### config.mk
export PLATFORM = sky130hd
export DESIGN_NAME = fp_addsub_arbiter
export DESIGN_NICKNAME = d
export VERILOG_FILES = /design/src/rtl/fp_addsub_arbiter.sv
export SDC_FILE = /design/constraint.sdc
export NUM_CORES = 1
export LEC_CHECK = 0
export ABC_AREA = 1
export CAP_MARGIN = 20
export CORE_MARGIN = 5
export CORE_UTILIZATION = 35
export DETAILED_ROUTE_END_ITERATION = 10
export SETUP_SLACK_MARGIN = 0.02
export SYNTH_ARGS = -nofsm -noshare
export SYNTH_HDL_FRONTEND = slang
export SYNTH_HIERARCHICAL = 1
export SYNTH_SLANG_ARGS = --single-unit
### constraint.sdc
create_clock -name clk -period 14.3 [get_ports clk]
set_input_delay 2.145 -clock clk [delete_from_list [all_inputs] [get_ports clk]]
set_output_delay 2.145 -clock clk [all_outputs]
set_load 0.01 [all_outputs]
### src/rtl/fp_addsub_arbiter.sv
// Two-requester round-robin front end sharing one combinational IEEE-754 single adder/subtractor.
// One operation in flight at a time; results and flags are registered and held until consumed.

module fp_add_sub #(
   parameter int DATA_W = 32
) (
   input  logic [DATA_W-1:0] opd1_i,
   input  logic [DATA_W-1:0] opd2_i,
   input  logic              op_i,
   output logic [DATA_W-1:0] res_o,
   output logic [3:0]        flags_o
);
   // Subnormal inputs and results are flushed to zero; rounding is to nearest, ties to even.
   logic        sa, sb, sx, sy, swap, inc;
   logic [7:0]  ea, eb, ex, ey, d;
   logic [22:0] ma, mb, mant;
   logic        a_nan, b_nan, a_inf, b_inf, a_zero, b_zero;
   logic [23:0] mx, my;
   logic [49:0] shifted;
   logic [26:0] aln_y, norm;
   logic [27:0] sum;
   logic [4:0]  lz;
   logic [24:0] rnd;
   logic signed [9:0] e_norm, e_fin;

   assign sa = opd1_i[31];
   assign sb = opd2_i[31] ^ op_i;
   assign ea = opd1_i[30:23];
   assign eb = opd2_i[30:23];
   assign ma = opd1_i[22:0];
   assign mb = opd2_i[22:0];

   assign a_nan  = (ea == 8'hFF) && (ma != '0);
   assign b_nan  = (eb == 8'hFF) && (mb != '0);
   assign a_inf  = (ea == 8'hFF) && (ma == '0);
   assign b_inf  = (eb == 8'hFF) && (mb == '0);
   assign a_zero = (ea == 8'h00);
   assign b_zero = (eb == 8'h00);

   // x is the larger magnitude, so the effective subtraction never goes negative.
   assign swap = {eb, mb} > {ea, ma};
   assign {sx, ex, mx} = swap ? {sb, eb, ~b_zero, mb} : {sa, ea, ~a_zero, ma};
   assign {sy, ey, my} = swap ? {sa, ea, ~a_zero, ma} : {sb, eb, ~b_zero, mb};

   assign d       = ex - ey;
   assign shifted = {my, 26'd0} >> d;
   assign aln_y   = (d > 8'd26) ? {26'd0, |my}
                                : {shifted[49:24], shifted[23] | (|shifted[22:0])};
   assign sum     = (sx == sy) ? {1'b0, mx, 3'd0} + {1'b0, aln_y}
                               : {1'b0, mx, 3'd0} - {1'b0, aln_y};

   always_comb begin
      // NOTE: every variable written here gets a default first, so no path can infer a latch.
      lz = '0;
      for (int i = 0; i < 27; i++) begin
         if (sum[i]) lz = 5'(26 - i);
      end
   end

   always_comb begin
      if (sum[27]) begin
         norm   = {sum[27:2], sum[1] | sum[0]};
         e_norm = $signed({2'b00, ex}) + 10'sd1;
      end else begin
         norm   = sum[26:0] << lz;
         e_norm = $signed({2'b00, ex}) - $signed({5'b00000, lz});
      end
   end

   assign inc   = norm[2] & (norm[1] | norm[0] | norm[3]);
   assign rnd   = {1'b0, norm[26:3]} + {24'd0, inc};
   assign mant  = rnd[24] ? rnd[23:1] : rnd[22:0];
   assign e_fin = e_norm + $signed({9'd0, rnd[24]});

   always_comb begin
      res_o   = '0;
      flags_o = 4'b0000;
      if (a_nan || b_nan || (a_inf && b_inf && (sa != sb))) begin
         res_o   = 32'h7FC0_0000;
         flags_o = 4'b0010;
      end else if (a_inf) begin
         res_o = {sa, 8'hFF, 23'd0};
      end else if (b_inf) begin
         res_o = {sb, 8'hFF, 23'd0};
      end else if (a_zero && b_zero) begin
         res_o   = {sa & sb, 31'd0};
         flags_o = 4'b0001;
      end else if (sum == '0) begin
         flags_o = 4'b0001;
      end else if (e_fin >= 10'sd255) begin
         res_o   = {sx, 8'hFF, 23'd0};
         flags_o = 4'b1000;
      end else if (e_fin <= 10'sd0) begin
         res_o   = {sx, 31'd0};
         flags_o = 4'b0101;
      end else begin
         res_o = {sx, e_fin[7:0], mant};
      end
   end
endmodule

module fp_addsub_arbiter #(
   parameter int DATA_W = 32,
   parameter int CNT_W  = 16
) (
   input  logic              clk,
   input  logic              rst,
   input  logic [1:0]        req_valid,
   output logic [1:0]        req_ready,
   input  logic [DATA_W-1:0] req_opd1_0,
   input  logic [DATA_W-1:0] req_opd2_0,
   input  logic [DATA_W-1:0] req_opd1_1,
   input  logic [DATA_W-1:0] req_opd2_1,
   input  logic [1:0]        req_op,
   output logic              rsp_valid,
   input  logic              rsp_ready,
   output logic              rsp_id,
   output logic [DATA_W-1:0] rsp_res,
   output logic [3:0]        rsp_flags,
   output logic              busy,
   output logic [CNT_W-1:0]  ops_done
);
   typedef enum logic [1:0] {IDLE, EXEC, DONE} state_t;

   state_t            state_q, state_d;
   logic              last_grant_q, grant_id, accept;
   logic [DATA_W-1:0] opd1_q, opd2_q, rsp_res_q, fu_res;
   logic              op_q, id_q, rsp_id_q;
   logic [3:0]        rsp_flags_q, fu_flags;
   logic [CNT_W-1:0]  ops_done_q, ops_done_d;

   // On a tie the requester not granted last wins; a lone requester always wins.
   assign grant_id = (req_valid == 2'b11) ? ~last_grant_q : req_valid[1];
   assign accept   = (state_q == IDLE) && (req_valid != 2'b00);

   always_comb begin
      state_d   = state_q;
      req_ready = 2'b00;
      case (state_q)
         IDLE: if (req_valid != 2'b00) begin
            req_ready = grant_id ? 2'b10 : 2'b01;
            state_d   = EXEC;
         end
         EXEC:    state_d = DONE;
         DONE:    if (rsp_ready) state_d = IDLE;
         default: state_d = IDLE;
      endcase
   end

   assign ops_done_d = (state_q == DONE && rsp_ready && ops_done_q != '1)
                       ? ops_done_q + CNT_W'(1) : ops_done_q;

   fp_add_sub #(.DATA_W(DATA_W)) u_fp (
      .opd1_i  (opd1_q),
      .opd2_i  (opd2_q),
      .op_i    (op_q),
      .res_o   (fu_res),
      .flags_o (fu_flags)
   );

   always_ff @(posedge clk or posedge rst) begin
      if (rst) begin
         state_q      <= IDLE;
         last_grant_q <= 1'b1;
         opd1_q       <= '0;
         opd2_q       <= '0;
         op_q         <= 1'b0;
         id_q         <= 1'b0;
         rsp_res_q    <= '0;
         rsp_flags_q  <= '0;
         rsp_id_q     <= 1'b0;
         ops_done_q   <= '0;
      end else begin
         // NOTE: non-blocking assignments so every register samples pre-edge values.
         state_q    <= state_d;
         ops_done_q <= ops_done_d;
         if (accept) begin
            opd1_q       <= grant_id ? req_opd1_1 : req_opd1_0;
            opd2_q       <= grant_id ? req_opd2_1 : req_opd2_0;
            op_q         <= req_op[grant_id];
            id_q         <= grant_id;
            last_grant_q <= grant_id;
         end
         if (state_q == EXEC) begin
            rsp_res_q   <= fu_res;
            rsp_flags_q <= fu_flags;
            rsp_id_q    <= id_q;
         end
      end
   end

   assign rsp_valid = (state_q == DONE);
   assign busy      = (state_q != IDLE);
   assign rsp_res   = rsp_res_q;
   assign rsp_flags = rsp_flags_q;
   assign rsp_id    = rsp_id_q;
   assign ops_done  = ops_done_q;
endmodule

# Word-level counts from Yosys, hierarchy flattened
# Index checks and enable logic that the tools add are counted.
[word_totals] register_bits=122 output_inout_bits=57 elab_cells=129
[classes] add_sub_neg=8 n_lt_le_gt_ge=5 eq_ne=10 shift=2 muxes=59 bitwise=10 reduce_logical=25
[ops] op="2-to-1 mux 32 bit" n=7
[ops] op="2-to-1 mux 5 bit" n=27
[ops] op="2-to-1 mux 33 bit" n=2
[ops] op="2-to-1 mux 31 bit" n=2
[ops] op="2-to-1 mux 27 bit" n=2
[ops] op="right shift 50 x 8 -> 50 bit" n=1
[ops] op="logical NOT 23 bit" n=2
[ops] op="nonzero test 23 bit" n=2
[ops] op="> comparator 31 bit" n=1
[ops] op="adder 27 x 27 -> 28 bit" n=1
[ops] op="logical NOT 28 bit" n=1
[ops] op="2-to-1 mux 28 bit" n=1
[ops] op="subtractor 27 x 27 -> 28 bit" n=1
[ops] op="<< shifter 27 x 5 -> 27 bit" n=1
[ops] op="adder 24 x 1 -> 25 bit" n=1
[ops] op="2-to-1 mux 4 bit" n=6
[ops] op="OR reduction 24 bit" n=1
[ops] op="2-to-1 mux 23 bit" n=1
[ops] op="OR reduction 23 bit" n=1
[ops] op="adder 16 x 1 -> 16 bit (second input constant)" n=1
[ops] op="equality test 8 bit (second input constant)" n=2
[ops] op="logical NOT 8 bit" n=2
[ops] op="inequality test 16 bit (second input constant)" n=1
[ops] op="adder 10 x 2 -> 10 bit" n=1
[ops] op="26 further kinds" n=51

# Longest topological paths before layout
[depth] word_depth=52 ltp_mapped=94 depth_no_buf=92

# By module
# The synthesis kept the hierarchy.
[by_module_without_submodules] mod="fp_add_sub" n_inst=1 cells_per_inst=2043 area_per_inst_um2=10407.5
[by_module_without_submodules] mod="fp_addsub_arbiter" n_inst=1 cells_per_inst=607 area_per_inst_um2=5515.3

# Worst setup path before layout
# No wires, ideal clock.
[synth_path] path_kind="register -> register" start="reg opd1_q[28]" end="reg rsp_res_q[21] (netlist: rsp_res[21])" setup_ns=0.064 t_arrival_ns=10.281 required_time_ns=14.236 setup_slack_ns=3.955 path_stages_with_launch=78 path_buffers=5 synth_period_minus_slack_ns=10.345 cell_sequence="dfrtp_1 -> inv_1 -> ha_1 -> nand2_1 -> inv_2 -> nand3_1 -> nor3_2 -> nand4_2 -> nand2_4 -> nand2_1 -> nand3_1 -> ha_1 -> buf_2 -> inv_2 -> buf_1 -> o21ai_1 -> nand3_1 -> nand3_1 -> [... 42 more ...] -> nand3_1 -> nor3_1 -> ha_1 -> ha_1 -> inv_1 -> or2_2 -> nor2_1 -> nand3_1 -> xor2_1 -> nor2_1 -> nand2_1 -> clkinv_1 -> nand4_1 -> nor2_1 -> nand2_1 -> buf_4 -> a21oi_1 -> mux2_2"
[synth_between] elab_chain_len=51 elab_cells_between_ends=73
[synth_rtl] item="start: declaration" line_no="127" text="logic [DATA_W-1:0] opd1_q, opd2_q, rsp_res_q, fu_res;"
[synth_rtl] item="start signal: assignment" line_no="178" text="opd1_q <= grant_id ? req_opd1_1 : req_opd1_0;"
[synth_rtl] item="> comparator 31 bit or logical NOT 8 bit (tied branches)" line_no="41, 37"
[synth_rtl] item="2-to-1 mux 33 bit, or another cell as far along" line_no="42" text="assign {sx, ex, mx} = swap ? {sb, eb, ~b_zero, mb} : {sa, ea, ~a_zero, ma};"
[synth_rtl] item="subtractor 8 bit or 2-to-1 mux 33 bit (tied branches)" line_no="45, 43"
[synth_rtl] item="right shift 50 x 8 -> 50 bit" line_no="46" text="assign shifted = {my, 26'd0} >> d;"
[synth_rtl] item="OR reduction 23 bit" line_no="48" text=": {shifted[49:24], shifted[23] | (|shifted[22:0])};"
[synth_rtl] item="bitwise OR 1 bit" line_no="48"
[synth_rtl] item="2-to-1 mux 27 bit" line_no="47" text="assign aln_y = (d > 8'd26) ? {26'd0, |my}"
[synth_rtl] item="subtractor 27 x 27 -> 28 bit or adder 27 x 27 -> 28 bit (tied branches)" line_no="50, 49"
[synth_rtl] item="[... 36 more ...]"
[synth_rtl] item="2-to-1 mux 31 bit" line_no="93" text="end else if (e_fin <= 10'sd0) begin"
[synth_rtl] item="2-to-1 mux 31 bit" line_no="90" text="end else if (e_fin >= 10'sd255) begin"
[synth_rtl] item="2-to-1 mux 32 bit" line_no="88" text="end else if (sum == '0) begin"
[synth_rtl] item="2-to-1 mux 32 bit" line_no="85" text="end else if (a_zero && b_zero) begin"
[synth_rtl] item="2-to-1 mux 32 bit" line_no="83" text="end else if (b_inf) begin"
[synth_rtl] item="2-to-1 mux 32 bit" line_no="81" text="end else if (a_inf) begin"
[synth_rtl] item="2-to-1 mux 32 bit (*)" line_no="78" text="if (a_nan || b_nan || (a_inf && b_inf && (sa != sb))) begin"
[synth_rtl] item="net fu_res[21]" line_no="127"
[synth_rtl] item="end signal: assignment" line_no="185" text="rsp_res_q <= fu_res;"
[synth_rtl] item="end: declaration" line_no="127"
# The timed path passes the listed nets; every way through them passes the cells marked *.
# A chain may end at the register's enable or synchronous reset.

# Final worst setup path
[layout_path] start="reg opd1_q[23]" end="reg rsp_res_q[16] (netlist: rsp_res[16])"
# The elaborated chain is that of the path after synthesis.

==> parameters.txt <==
Parameter                              Value

Run status
  Status ... finished clean

Global route
  Initial antenna violation count ... 0
  Global-route total usage across every layer ... 21.9%
  Pin count of the biggest net entering global routing ... 89
  Via count of the first global-routing pass ... 17102
  Wire length of the first global-routing pass ... 90100 µm
  Total grt overflow ... 0

Placed design
  Final weighted congestion in routability-driven placement ... 0.969
  Detail Placement HPWL ... 45500 µm
  Number of buffers inserted by port buffering ... 191

Clock network
  Maximum clock path buffer count ... 2
  TritonCTS buffer count ... 17
  Clock-pin slew on the worst setup and hold paths ... 0.06 ns
  CTS tree ... done
  Later-pin clock latency in the skew report ... 0.44 ns
  Root Buffer Master ... sky130_fd_sc_hd__clkbuf_16
  CTS Hold Buffers Added ... 0
  Cts repair resizes ... 0
  Setup Buffers After CTS ... 0
  Number of levels in the clock H-tree ... 4
  Sinks on the clock net ... 122

Timing
  Max Freq ... 0.0776 GHz
  Final critical path time including I/O delays and setup ... 12.88 ns
  Number of setup violations in the final report ... 0
  Largest clock skew in the final design ... 0.0145 ns
  Number of endpoints with negative hold slack in the final report ... 0
  Setup repair after global routing missed its margin ... no
  Period Utilization, post-route ... 90.1%
  Slew Limit Headroom ... 30.7%
  Worst slew pin tran ... 1.04 ns
  Post-route setup TNS ... 0 ns
  Final count of pins violating max slew ... 0

Detailed routing
  Vias post-DR ... 18055
  Number of nets with antenna violations after routing ... 0
  Post-detailed-routing wire length ... 56400 µm
  Length of the first detailed-routing pass in iterations ... 6
  Vias/cell ... 5.34
  Avg WL per Cell ... 16.7 µm
  Starting DRT DRC Count ... 1717
  DRC violations left ... 0

Layout
  Antenna diode count ... 0
  Area added between synthesis and finish ... 18.0%
  Final nets ... 2994
  Highest-count cells in the layout ignoring fill and taps ... sky130_fd_sc_hd__nand2_1, sky130_fd_sc_hd__nand3_1, sky130_fd_sc_hd__inv_1, sky130_fd_sc_hd__nor2_1, sky130_fd_sc_hd__clkdlybuf4s50_1
  Most frequent standard cell in the layout excluding fill and tap cells ... sky130_fd_sc_hd__nand2_1
  Share of post-route cells with drive strength above 1 ... 7.13%

Floorplan
  Vertical extent of the die ... 223 µm
  Overall die area ... 0.0499 mm²
  Initial Util ... 35.2%
  Overall die width ... 223 µm
  I/O pin total ... 192
  Std cell rows ... 78
  Core Region ... 0.0452 mm²

Critical path
  Startpoint of the worst register-to-register path ... opd1_q[23]$_DFFE_PP0P_
  Slowest library cell on the worst path ... sky130_fd_sc_hd__dfrtp_1
  Biggest cell delay along the critical path ... 0.51 ns
  Critical-path maximum fanout ... 44
  Buffering stage count on the worst path with inverters included ... 9
  Top delay family on crit path ... simple AND/OR/NAND/NOR gates
  Required time at the worst-slack endpoint ... 14.61 ns
  Worst-case reg-to-reg path depth ... 80
  Library cell appearing most often on the critical path ... sky130_fd_sc_hd__nand2_1
  Kind of capture point of the worst setup path ... flop
  R2R setup slack ... 1.42 ns
  Arr. time, crit path ... 13.20 ns
  Critical path startpoint category ... flop
  Worst Setup Path Type ... reg2reg
  Worst flop-to-flop path endpoint ... rsp_res[16]$_DFFE_PP0N_

Logic synthesis
  Syn_nets ... 2879
  Count of warnings emitted by yosys ... 6
  Gate count of the mapped netlist ... 2650
  Most frequently used flop master after synthesis ... sky130_fd_sc_hd__dfrtp_1
  Sequential element share of the synthesized area ... 19.2%
  Proportion of synthesized flip-flops having asynchronous set or reset ... 100%
  Post-Synthesis Cell Area ... 0.0159 mm²
  Flop and latch count out of synthesis ... 122
  Post-synth EDFFs ... 0
  Post-Syn Area per Cell ... 6.01 µm²
  Unique cell type count in the Yosys netlist ... 66

Hold path
  Hold Startpoint ... opd1_q[21]$_DFFE_PP0P_
  Hold Crit Endpoint ... opd1_q[21]$_DFFE_PP0P_
  Cell depth of the worst min-delay path ... 2
  Worst min-delay path category ... reg2reg

Run
  Maxcap violations ... 0
worst max-delay path by stage:
stage / start / endpoint / slack (ns) / cells past startpoint
floorplan: opd1_q[28]$_DFFE_PP0P_ / rsp_res[21]$_DFFE_PP0N_ / 3.95 / 77
global placement: opd1_q[23]$_DFFE_PP0P_ / rsp_res[16]$_DFFE_PP0N_ / 1.31 / 77
detailed placement: opd1_q[23]$_DFFE_PP0P_ / rsp_res[17]$_DFFE_PP0N_ / 0.98 / 75
CTS: opd1_q[23]$_DFFE_PP0P_ / rsp_res[17]$_DFFE_PP0N_ / 0.95 / 75
global route: opd1_q[13]$_DFFE_PP0P_ / rsp_res[16]$_DFFE_PP0N_ / 0.06 / 85
finish: opd1_q[23]$_DFFE_PP0P_ / rsp_res[16]$_DFFE_PP0N_ / 1.42 / 80
sequential cells by signal, indices dropped and copies added, names as in the netlist, 2 cells and up:
register   count
rsp_res       32
state_q        2
opd2_q        32
rsp_flags      4
opd1_q        32
ops_done      16
cell usage after synthesis, types with 10 or more instances:
cell type                  count  share of area, %
sky130_fd_sc_hd__dfrtp_1     121                19
sky130_fd_sc_hd__o31ai_1      10              0.47
sky130_fd_sc_hd__a21oi_1      75               2.4
sky130_fd_sc_hd__xor2_1       37               2.0
sky130_fd_sc_hd__buf_1        10              0.24
sky130_fd_sc_hd__inv_2        19              0.45
sky130_fd_sc_hd__o21ai_1      88               2.8
sky130_fd_sc_hd__mux2_2       29               2.1
sky130_fd_sc_hd__buf_6        13              0.92
sky130_fd_sc_hd__o21ai_0     157               4.9
sky130_fd_sc_hd__inv_1       263               6.2
sky130_fd_sc_hd__buf_4        12              0.57
sky130_fd_sc_hd__clkbuf_1     39              0.92
sky130_fd_sc_hd__xnor2_1      11              0.61
sky130_fd_sc_hd__nand2_1     745                18
sky130_fd_sc_hd__nor2_2       22              0.86
sky130_fd_sc_hd__nor4_1       22              0.86
sky130_fd_sc_hd__nor2_1      248               5.8
sky130_fd_sc_hd__nand3_1     384                12
sky130_fd_sc_hd__nand4_1      75               2.9
sky130_fd_sc_hd__nand2_2      17              0.67
sky130_fd_sc_hd__nor3_1       15              0.47
sky130_fd_sc_hd__buf_2        37               1.2
sky130_fd_sc_hd__ha_1         92               7.2
cell type report:
class	count	area, µm²
sequential	122	3050
multi-input combinational	2130	11200
clock buffer	20	457
inverter	284	1070
fill	4794	26400
tap	600	751
clock inverter	12	185
timing repair buffer	210	2050
logic make-up after synthesis:
kind of cell,count (synthesis),synth area share [%]
multiplexers,36,2.71
XOR/XNOR,51,2.95
AO/OA/AOI/OAI,380,13.3
flip-flops,122,19.2
buffers and inverters,400,10.7
adder cells (fa/ha/maj),94,7.48
AND/OR/NAND/NOR,1567,43.6
routing by layer:
metal	wire, µm	GRT usage (%)	vias up
li1	-	-	8982
met1	26000	29.9	8373
met2	24800	34.2	606
met3	3780	4.38	94
met4	1780	7.94	0
met5	0	0	-
metrics by stage:
step / setup WS [ns] / cells / hold WS, ns / cell area (µm²) / utilization (%)
after floorplan: 3.95 / 2650 / 0.448 / 15900 / -
after global placement: 1.31 / 3343 / 0.466 / 18100 / 40.0
after detailed placement: 0.982 / 3344 / 0.479 / 18100 / 40.1
after CTS: 0.951 / 3376 / 0.490 / 18700 / 41.5
after global routing: 0.0581 / 3378 / 0.500 / 18800 / 41.6
final: 1.42 / 3378 / 0.489 / 18800 / 41.6
worst min-delay path: cells and delay by family, from the launching register on:
kind	cells	cell delay (ns)
flip-flops	1	0.34
AND/OR/NAND/NOR	1	0.06
AO/OA/AOI/OAI	1	0.06
Power is left out: the tool's default activity adds up to more than one toggle a clock period on the data nets, which glitch-free logic cannot reach.
